==> src/rtl/spi_reg_master.sv <==
// spi_reg_master: SPI mode-0 initiator for single register transactions.
//
// Sends one 16-bit frame, MSB first: {rw, addr zero-extended to 7 bits,
// wdata for a write or 0x00 for a read}. During the data byte of a read, the
// byte returned on MISO is captured into rdata. The SCLK half-period is
// CLK_DIV clk cycles, which is slow enough for a slave with 2-stage input
// synchronizers.
//
// Ports:
//   clk, rst             system clock; synchronous active-high reset
//   start, rw, addr,     transaction request; rw/addr/wdata are latched
//   wdata                when start is accepted in IDLE
//   busy                 transaction in progress
//   done                 one-cycle pulse when the transaction ends
//   rdata                read result; updated only when a read completes
//   spi_cs_n, spi_clk,   registered SPI outputs (SCLK idles low)
//   spi_mosi
//   spi_miso             serial data from the slave
module spi_reg_master #(
  parameter int ADDR_W  = 4,
  parameter int CLK_DIV = 4
) (
  input  logic              clk,
  input  logic              rst,
  input  logic              start,
  input  logic              rw,
  input  logic [ADDR_W-1:0] addr,
  input  logic [7:0]        wdata,
  output logic              busy,
  output logic              done,
  output logic [7:0]        rdata,
  output logic              spi_cs_n,
  output logic              spi_clk,
  output logic              spi_mosi,
  input  logic              spi_miso
);

  localparam int HC_W = $clog2(CLK_DIV);
  localparam logic [HC_W-1:0] HC_MAX = HC_W'(CLK_DIV - 1);

  typedef enum logic [2:0] {
    IDLE,
    SETUP,
    SHIFT,
    HOLD,
    GAP,
    DONE
  } state_t;

  state_t          state_q, state_d;
  logic [HC_W-1:0] hcnt_q, hcnt_d;
  logic [4:0]      bcnt_q, bcnt_d;
  logic [15:0]     sh_q, sh_d;
  logic [15:0]     rx_q, rx_d;
  logic            rw_q, rw_d;
  logic            cs_n_q, cs_n_d;
  logic            sclk_q, sclk_d;
  logic            mosi_q, mosi_d;
  logic            busy_q, busy_d;
  logic            done_q, done_d;
  logic [7:0]      rdata_q, rdata_d;

  logic [6:0]      addr7;
  logic [15:0]     frame;
  logic            hc_last;

  assign addr7   = 7'(addr);
  assign frame   = {rw, addr7, (rw ? wdata : 8'h00)};
  assign hc_last = (hcnt_q == HC_MAX);

  always_comb begin
    state_d = state_q;
    hcnt_d  = hcnt_q;
    bcnt_d  = bcnt_q;
    sh_d    = sh_q;
    rx_d    = rx_q;
    rw_d    = rw_q;
    cs_n_d  = cs_n_q;
    sclk_d  = sclk_q;
    mosi_d  = mosi_q;
    busy_d  = busy_q;
    done_d  = 1'b0;
    rdata_d = rdata_q;

    case (state_q)
      IDLE: begin
        if (start) begin
          sh_d    = frame;
          rw_d    = rw;
          busy_d  = 1'b1;
          cs_n_d  = 1'b0;
          mosi_d  = frame[15];
          hcnt_d  = '0;
          bcnt_d  = '0;
          state_d = SETUP;
        end
      end

      SETUP: begin
        if (hc_last) begin
          // First rising SCLK edge; MISO is sampled on the same clk edge.
          hcnt_d  = '0;
          sclk_d  = 1'b1;
          rx_d    = {rx_q[14:0], spi_miso};
          state_d = SHIFT;
        end else begin
          hcnt_d = hcnt_q + HC_W'(1);
        end
      end

      SHIFT: begin
        if (!hc_last) begin
          hcnt_d = hcnt_q + HC_W'(1);
        end else begin
          hcnt_d = '0;
          if (sclk_q) begin
            // Falling edge: present the next bit. Zeros shift in, so after
            // the 16th bit MOSI is already low.
            sclk_d = 1'b0;
            sh_d   = {sh_q[14:0], 1'b0};
            mosi_d = sh_q[14];
            bcnt_d = bcnt_q + 5'd1;
          end else if (bcnt_q == 5'd16) begin
            // The low phase of the last bit has completed.
            state_d = HOLD;
          end else begin
            sclk_d = 1'b1;
            rx_d   = {rx_q[14:0], spi_miso};
          end
        end
      end

      HOLD: begin
        mosi_d = 1'b0;
        if (hc_last) begin
          hcnt_d  = '0;
          cs_n_d  = 1'b1;
          state_d = GAP;
        end else begin
          hcnt_d = hcnt_q + HC_W'(1);
        end
      end

      GAP: begin
        if (hc_last) begin
          hcnt_d  = '0;
          done_d  = 1'b1;
          busy_d  = 1'b0;
          // The command byte (rx[15:8]) is discarded.
          if (!rw_q) begin
            rdata_d = rx_q[7:0];
          end
          state_d = DONE;
        end else begin
          hcnt_d = hcnt_q + HC_W'(1);
        end
      end

      DONE: begin
        // start is not sampled here, so back-to-back frames keep CS_n high
        // for at least CLK_DIV+2 cycles.
        state_d = IDLE;
      end

      default: begin
        state_d = IDLE;
      end
    endcase
  end

  // Control and output registers
  always_ff @(posedge clk) begin
    if (rst) begin
      state_q <= IDLE;
      hcnt_q  <= '0;
      bcnt_q  <= '0;
      cs_n_q  <= 1'b1;
      sclk_q  <= 1'b0;
      mosi_q  <= 1'b0;
      busy_q  <= 1'b0;
      done_q  <= 1'b0;
      rdata_q <= 8'h00;
    end else begin
      state_q <= state_d;
      hcnt_q  <= hcnt_d;
      bcnt_q  <= bcnt_d;
      cs_n_q  <= cs_n_d;
      sclk_q  <= sclk_d;
      mosi_q  <= mosi_d;
      busy_q  <= busy_d;
      done_q  <= done_d;
      rdata_q <= rdata_d;
    end
  end

  // Frame data registers; these need no reset because they are loaded on
  // start acceptance before they are used.
  always_ff @(posedge clk) begin
    sh_q <= sh_d;
    rx_q <= rx_d;
    rw_q <= rw_d;
  end

  assign busy     = busy_q;
  assign done     = done_q;
  assign rdata    = rdata_q;
  assign spi_cs_n = cs_n_q;
  assign spi_clk  = sclk_q;
  assign spi_mosi = mosi_q;

endmodule

==> config.mk <==
export PLATFORM = sky130hd
export DESIGN_NAME = spi_reg_master
export DESIGN_NICKNAME = d
export VERILOG_FILES = /design/src/rtl/spi_reg_master.sv
export SDC_FILE = /design/constraint.sdc
export NUM_CORES = 1
export LEC_CHECK = 0
export BUFFER_PORTS_ARGS = -buffer_cell sky130_fd_sc_hd__buf_2
export CAP_MARGIN = 5
export CORE_MARGIN = 10
export CORE_UTILIZATION = 54
export CTS_BUF_LIST = sky130_fd_sc_hd__clkbuf_8
export CTS_CLUSTER_DIAMETER = 200
export DETAILED_ROUTE_END_ITERATION = 8
export PLACE_DENSITY = 0.87
export SYNTH_ARGS = -nofsm -noshare
export SYNTH_HDL_FRONTEND = slang
export SYNTH_SLANG_ARGS = --single-unit
==> constraint.sdc <==
create_clock -name clk -period 2.9 [get_ports clk]
set_input_delay 0.145 -clock clk [delete_from_list [all_inputs] [get_ports clk]]
set_output_delay 0.145 -clock clk [all_outputs]
set_load 0.01 [all_outputs]
* Yosys cells after proc, flatten, opt, wreduce, memory -nomap -nowiden *
Cells that the tools add are included.

word-level totals
  bits in registers = 47
  input port bits = 17
  output and inout bits = 13
  word-level logic and storage cells = 90

cells by class
  add/subtract/negate cells = 2
  equal/unequal tests = 15
  mux-type cells = 40
  bitwise logic cells = 2
  reductions and logical operators = 19

operators with widths
  kind                 number
  $mux 15              3
  $mux 8               5
  $pmux 15 s2          1
  $mux 3               7
  $ne 2x2->1 const B   9
  $pmux 8 s2           1
  $mux 5               3
  $pmux 3 s5           1
  $reduce_and 3->1     4
  $mux 1               11
  $pmux 5 s2           1
  $reduce_bool 2->1    5
  $reduce_and 4->1     2
  $reduce_and 7->1     1
  $eq 3x2->1 const B   2
  $pmux 1 s2           3
  $add 5x1->5 const B  1
  $eq 5x5->1 const B   1
  $reduce_and 5->1     1
  $mux 2               2
  $pmux 2 s2           1
  $reduce_and 2->1     2
  $reduce_or 4->1      1
  $eq 3x1->1 const B   1
  8 further kinds      9

* Logic depth before layout (Yosys ltp) *
Gate-level depths: netlist of run 1.

  depth in word-level cells = 5
  mapped depth = 7
  depth with buffers taken out = 6

* Worst setup path before layout of run 1 *
OpenSTA, ideal clock, no wires.

  path kind = flip-flop to flip-flop
  start point = register hcnt_q[0]
  end point = register bcnt_q[1]
  setup time = 0.116 ns
  arrival = 1.605 ns
  required time = 2.784 ns
  path slack = 1.178 ns
  stages on the path, launching flop included = 7
  buffers on the path = 1
  clock period less this slack = 1.722 ns
  path through = dfxtp_1 > ha_1 > buf_2 > and3_1 > o21a_1 > mux2i_1 > nor2_1

on the way
  word-level cells in the longest chain between the ends = 3

RTL lines
  item                               line  text
  start, declared                    51    logic [HC_W-1:0] hcnt_q, hcnt_d;
  start signal, assigned             185   hcnt_q <= hcnt_d;
  $eq 2x2->1                         69    assign hc_last = (hcnt_q == HC_MAX);
  named net hc_last                  65    logic hc_last;
  $ne 2x2->1 (no source line)        --
  $reduce_and 4->1 (no source line)  --
  end signal, assigned               186   bcnt_q <= bcnt_d;
  end, declared                      52    logic [4:0] bcnt_q, bcnt_d;

The timed path passes the listed nets, and every way through them passes these cells.
A chain may end at the register's enable or synchronous reset.

* Worst setup path in the final report of run 1 *
  start point = register state_q[0]
  end point = register rx_q[0], enable pin

on the way
  word-level cells in the longest chain between the ends = 3
  elaborated cells on any way between the ends = 8
  those cells by class = eq/ne (6); reduce/logical (2)

RTL lines
  item                                                              line  text
  start, declared                                                   50    state_t state_q, state_d;
  start signal, assigned                                            184   state_q <= state_d;
  $eq 3x2->1 or $eq 3x1->1 (tied branches)                          85    case (state_q)
  $ne 2x2->1 (no source line) or $reduce_bool 2->1 (tied branches)  --
  $reduce_and 5->1 (no source line) *                               --
  end signal, assigned                                              200   rx_q <= rx_d;
  end, declared                                                     54    logic [15:0] rx_q, rx_d;

Mark *: on every way between the ends. The rest lies on a longest branch, timed or not.

==> results.sh, run 1 <==
export IMPL_status="finished clean"
export IMPL_worst_slew_pin_transition_ns=0.702
export IMPL_post_route_period_util_pct=73.7
export IMPL_fin_ws_ns=0.764
export IMPL_fill_cells=313
export IMPL_ys_types=38
export IMPL_numPortBuffers=29
export IMPL_cp_common_cell="nor2_1"
export IMPL_cts_hold_fix_buffers=0
export IMPL_power_total_mw=1.17
export IMPL_finalSetupTns_ns=0
export IMPL_postPlaceCellArea_sq_mm=0.00216
export IMPL_slew_violations=0
export IMPL_clock_fmax_mhz=468
export IMPL_grt_pass1_vias=1259
export IMPL_ys_async_sr_fraction_pct=0
export IMPL_avgSynthCellArea_sq_um=10.0
export IMPL_core_sq_mm=0.00363
export IMPL_drive_gt1_share_pct=16.7
export IMPL_switching_share_pct=22.0
export IMPL_cts_root_buf="clkbuf_8"
export IMPL_clock_latency_ns=0.30
export IMPL_pwr_share_comb_pct=6.2
export IMPL_path_clk_slew_ns=0.07
export IMPL_place_ws_ns=0.742
export IMPL_synth_compound_area_share_pct=11.6
export IMPL_grt_max_degree=20
export IMPL_worst_ep_arrival_time_ns=2.07
export IMPL_grt_use_total_pct=11.0
export IMPL_p_switching_mw=0.256
export IMPL_grt_ovfl_total=0
export IMPL_intPower_mw=0.910
export IMPL_grt_first_pass_wirelength_mm=5.75
export IMPL_power_share_clock_pct=30.9
export IMPL_antenna_found_initial=0
export IMPL_drtIter0Drc=97
export IMPL_dp_cells=267
export IMPL_final_cell_area_sq_mm=0.00224
export IMPL_cp_max_fo=15
export IMPL_tritoncts_num_buffers=5
export IMPL_r2r_slack_ns=0.76
export IMPL_cts_tree="built"
export IMPL_gp_congestion=0.820
export IMPL_whs_ns=0.0312
export IMPL_fin_skew_ns=0.00751
export IMPL_critPathRequiredTime_ns=2.83
export IMPL_cp_start_kind="flop"
export IMPL_final_common_cell="nand2_1"
export IMPL_die_area_sq_mm=0.00654
export IMPL_worstSetupPathType="flop to flop"
export IMPL_post_route_min_period_ns=2.14
export IMPL_crit_chain="nor2_1 > nand2_1 > nor2_1 > nor2_1"
export IMPL_synth_top_family_by_area="simple AND/OR/NAND/NOR gates"
export IMPL_drt_wl_total_mm=3.54
export IMPL_ys_seq_elements=47
export IMPL_critPathMaxStageDelay_ns=0.67
export IMPL_hold_viol=0
export IMPL_num_rows=22
export IMPL_synthSimpleGateAreaFrac_pct=19.8
export IMPL_cts_resized=0
export IMPL_wl_per_cell_um=12.9
export IMPL_synth_xor_area_share_pct=3.07
export IMPL_pin_count=30
export IMPL_syn2layout_area_growth_pct=12.2
export IMPL_drt_pass1_iterations=4
export IMPL_cts_num_sinks=47
export IMPL_htreeDepth=2
export IMPL_critPathSlowestCell="dfxtp_1"
export IMPL_antenna_left=0
export IMPL_drc=0
export IMPL_viasPerCell=5.15
export IMPL_die_h_um=80.9
export IMPL_nets=246
export IMPL_p_leak_nw=0.896
export IMPL_die_width_um=80.9
export IMPL_ys_flop_type="edfxtp_1"
export IMPL_dpl_hpwl_mm=2.50
export IMPL_syn_inst=199
export IMPL_cap_violations=0
export IMPL_vias=1416
export IMPL_ir_drop_mv=0.244
export IMPL_yosysWarnings=0
export IMPL_ys_seq_area_share_pct=59.1
export IMPL_seqPwrFrac_pct=62.9
export IMPL_final_util_pct=61.7
export IMPL_start_util_pct=55.0
export IMPL_muxShareOfSynthArea_pct=1.06
export IMPL_yosys_area_share_adder_pct=1.88
export IMPL_worstSetupEndpointType="flop"
export IMPL_netlist_area_sq_mm=0.00200
export IMPL_synth_edf_count=24
export IMPL_clockBufferDepth=2
export IMPL_cellPowerDensity_mw_per_mm2=520
export IMPL_syn_nets=219
export IMPL_setup_viol=0
export IMPL_slew_headroom_pct=53.2
export IMPL_layout_common_cells="nand2_1 (51), buf_2 (29), edfxtp_1 (24)"
export IMPL_finalNonFillerCells=275
export IMPL_hp_class="primary input to flop"
export IMPL_antenna_cells=0
export IMPL_rsz0062_at_grt="false"
export IMPL_post_cts_buffers=0
==> critical path: cells and delay by family, from the launching register on <==
family | cells | cell delay [ns]
simple gates | 4 | 1.10
flops | 1 | 0.67
==> routing by layer <==
layer / global-route usage (%) / part of all wire [%] / vias to the layer above
met4: 4.15 / 1.4 / 0
met2: 16.4 / 44 / 25
met5: 0 / 0 / -
met3: 4.86 / 7.8 / 4
li1: - / - / 738
met1: 13.9 / 46 / 649
==> power by group through the flow <==
stage / clock, mW / combinational (mW) / sequential, mW
4_1_cts: 0.365 / 0.0728 / 0.734
3_5_place_dp: 0 / 0.0722 / 0.749
3_3_place_gp: 0 / 0.0705 / 0.748
2_1_floorplan: 0 / 0.0488 / 0.745
5_1_grt: 0.391 / 0.0818 / 0.737
6_report: 0.361 / 0.0721 / 0.734
==> Yosys cell counts, types with 3 or more instances <==
cell type / instances / area share (%)
nand2_1: 51 / 9.6
edfxtp_1: 24 / 36
dfxtp_1: 23 / 23
nor2_1: 18 / 3.4
a21oi_1: 12 / 3.0
o21ai_0: 9 / 2.3
and3_1: 6 / 1.9
inv_1: 6 / 1.1
buf_2: 5 / 1.3
xnor2_1: 4 / 1.8
a21o_1: 3 / 1.1
clkbuf_1: 3 / 0.56
ha_1: 3 / 1.9
xor2_1: 3 / 1.3
==> sequential cells by signal, summed over array words and instances, names as in the netlist <==
name      cells
rx_q          8
done          1
bcnt_q        5
spi_cs_n      1
rdata         8
state_q       3
sh_q         15
spi_mosi      1
hcnt_q        2
rw_q          1
spi_clk       1
busy          1
==> cell families (layout without fill, tap and decap cells) <==
| kind of cell | after synthesis | in the layout |
|---|---|---|
| AOI/OAI and AO/OA | 37 | 37 |
| xor gates and xnor gates | 7 | 7 |
| adders and majority gates | 3 | 3 |
| buffers and inverters | 16 | 44 |
| DFF | 47 | 47 |
| muxes | 2 | 2 |
| and+or+nand+nor | 87 | 87 |
==> worst paths after layout <==
kind | from | end | depth (start not counted)
min reg2reg | rdata[7] | rdata[7] | 2
min | spi_miso | rx_q[0] | 1
max reg2reg | state_q[0] | rx_q[0] | 4
max | state_q[0] | rx_q[0] | 4
==> layout make-up <==
cell class                 instances  area [sq um]  area share, %
clock buffer                       5          68.8           3.07
inverter                           6          22.5           1.00
multi-input combinational        136           747           33.3
tap                               48          60.1           2.68
sequential                        47          1180           52.6
timing repair buffer              30           153           6.80
clock inverter                     3          11.3          0.502
Note: power is estimated with default switching activity, not from simulation.
==> run 2, diff against run 1 <==
- ABC_AREA: default -> 1
- CORE_UTILIZATION: 54 -> 53
- PLACE_DENSITY: 0.87 -> 0.89
- clock period: 2.9 -> 1.7 ns (I/O delays scaled with it)
==> results.sh, run 2 <==
export IMPL_ys_flop_type="edfxtp_1"
export IMPL_drt_wl_total_mm=4.53
export IMPL_core_sq_mm=0.00377
export IMPL_path_clk_slew_ns=0.09
export IMPL_dpl_hpwl_mm=3.17
export IMPL_clock_fmax_mhz=623
export IMPL_yosysWarnings=0
export IMPL_netlist_area_sq_mm=0.00212
export IMPL_p_leak_nw=1.13
export IMPL_nets=303
export IMPL_die_area_sq_mm=0.00693
export IMPL_place_ws_ns=0.0836
export IMPL_yosysMostFrequentCell="nand2_1"
export IMPL_gp_congestion=0.859
export IMPL_drt_pass1_iterations=4
export IMPL_final_cell_area_sq_mm=0.00247
export IMPL_worst_ep_arrival_time_ns=1.66
export IMPL_htreeDepth=2
export IMPL_cp_max_fo=15
export IMPL_numPortBuffers=29
export IMPL_ys_types=27
export IMPL_wl_per_cell_um=13.6
export IMPL_final_util_pct=65.6
export IMPL_finalNonFillerCells=332
export IMPL_setup_viol=0
export IMPL_fin_ws_ns=0.0948
export IMPL_grt_use_total_pct=12.6
export IMPL_critPathSlowestCell="dfxtp_1"
export IMPL_r2r_start="state_q[1]"
export IMPL_fin_skew_ns=0.00815
export IMPL_hp_class="primary input to flop"
export IMPL_antenna_cells=0
export IMPL_grt_first_pass_wirelength_mm=7.46
export IMPL_critical_path_top_delay_family="simple AND/OR/NAND/NOR gates"
export IMPL_ff2ff_path_depth=7
export IMPL_r2r_slack_ns=0.09
export IMPL_pin_count=30
export IMPL_drc=0
export IMPL_worst_slew_pin_transition_ns=0.437
export IMPL_cellPowerDensity_mw_per_mm2=1530
export IMPL_syn_nets=264
export IMPL_cts_tree="built"
export IMPL_clockBufferDepth=2
export IMPL_drive_gt1_share_pct=23.2
export IMPL_slew_violations=0
export IMPL_cap_violations=0
export IMPL_grt_max_degree=21
export IMPL_largest_reg_flops=15
export IMPL_slew_headroom_pct=70.8
export IMPL_status="finished clean"
export IMPL_syn2layout_area_growth_pct=16.6
export IMPL_worstSetupPathType="flop to flop"
export IMPL_die_h_um=83.3
export IMPL_synth_area_leader_cell="edfxtp_1"
export IMPL_power_total_mw=3.78
export IMPL_fill_cells=288
export IMPL_vias=1698
export IMPL_ys_seq_elements=47
export IMPL_grt_ovfl_total=0
export IMPL_cts_num_sinks=47
export IMPL_antenna_found_initial=0
export IMPL_worstSetupEndpointType="flop"
export IMPL_grt_pass1_vias=1627
export IMPL_ys_top_cells_by_area="edfxtp_1 (34%), dfxtp_1 (22%), nand2_1 (12%)"
export IMPL_crit_buf_inv=2
export IMPL_viasPerCell=5.11
export IMPL_synth_edf_count=24
export IMPL_post_route_min_period_ns=1.61
export IMPL_postPlaceCellArea_sq_mm=0.00235
export IMPL_top_register="sh_q"
export IMPL_yosysTopAreaCellShare_pct=34.0
export IMPL_crit_start="state_q[1]"
export IMPL_clock_latency_ns=0.31
export IMPL_whs_ns=0.0389
export IMPL_cp_endpoint="rx_q[0]"
export IMPL_rr_endpoint="rx_q[0]"
export IMPL_ys_seq_area_share_pct=55.7
export IMPL_finalSetupTns_ns=0
export IMPL_worst_path_stages=7
export IMPL_drtIter0Drc=190
export IMPL_ys_async_sr_fraction_pct=0
export IMPL_layout_common_cells="nand2_1 (70), nor2_1 (39), buf_2 (29)"
export IMPL_rsz0062_at_grt="false"
export IMPL_avgSynthCellArea_sq_um=8.69
export IMPL_syn_inst=244
export IMPL_ir_drop_mv=0.851
export IMPL_dp_cells=322
export IMPL_antenna_left=0
export IMPL_post_route_period_util_pct=94.4
export IMPL_cts_root_buf="clkbuf_8"
export IMPL_final_common_cell="nand2_1"
export IMPL_hold_viol=0
export IMPL_cp_start_kind="flop"
export IMPL_tritoncts_num_buffers=5
export IMPL_yosys_top_cells_count="nand2_1 (70), nor2_1 (39), edfxtp_1 (24), dfxtp_1 (23), inv_1 (17)"
export IMPL_post_cts_buffers=0
export IMPL_crit_chain="nand2_4 > nor2_4 > nand2_1 > inv_1 > nor2_1 > nand3_1 > inv_2"
export IMPL_critPathMaxStageDelay_ns=0.53
export IMPL_critPathRequiredTime_ns=1.76
export IMPL_start_util_pct=56.2
export IMPL_num_rows=22
export IMPL_die_width_um=83.3
[run 2: metal layers]
| layer | track usage [%] | vias to the layer above | wire (um) |
|---|---|---|---|
| li1 | - | 862 | - |
| met1 | 14.9 | 789 | 1980 |
| met2 | 20.9 | 41 | 2240 |
| met3 | 3.22 | 6 | 231 |
| met4 | 5.69 | 0 | 74 |
| met5 | 0 | - | 0 |
[run 2: power by group]
| part | switching (mW) | internal [mW] |
|---|---|---|
| Clock | 0.384 | 0.371 |
| Combinational | 0.871 | 0.438 |
| Sequential | 0.158 | 1.56 |
| Total | 1.41 | 2.37 |
[run 2: cell type report]
| class | count | area [sq um] | area share [%] |
|---|---|---|---|
| sequential | 47 | 1180 | 47.8 |
| multi-input combinational | 169 | 828 | 33.5 |
| tap | 48 | 60.1 | 2.43 |
| clock buffer | 7 | 96.3 | 3.90 |
| clock inverter | 1 | 6.26 | 0.253 |
| timing repair buffer | 38 | 215 | 8.70 |
| inverter | 22 | 85.1 | 3.44 |
[run 2: worst min-delay path by stage]
stage,slack [ns],start,cells past startpoint,to
6_report,0.04,rst,2,bcnt_q[2]
5_1_grt,0.05,addr[1],3,sh_q[9]
4_1_cts,0.05,rst,2,bcnt_q[2]
3_5_place_dp,0.27,spi_miso,1,rx_q[0]
3_3_place_gp,0.27,spi_miso,1,rx_q[0]
2_1_floorplan,0.18,rw,0,rw_q
[run 2: worst reg2reg max path: stages (launching register included)]
cell and delay, ns:
dfxtp_1 0.53, nand2_4 0.10, nor2_4 0.31, nand2_1 0.09, inv_1 0.06, nor2_1 0.04, nand3_1 0.11, inv_2 0.11
[run 2: kinds of logic after synthesis]
logic type	after synthesis	synth area share, %
AO/OA/AOI/OAI	26	6.90
buffers and inverters	29	5.78
flip-flops	47	55.7
adder cells (fa/ha/maj)	3	1.77
AND/OR/NAND/NOR	139	29.9
[run 2: repair_timing]
item	CTS	global route
hold buffers	1	0
gates resized for setup	0	2
hold endpoints to repair	1	0
setup endpoints to repair	0	9
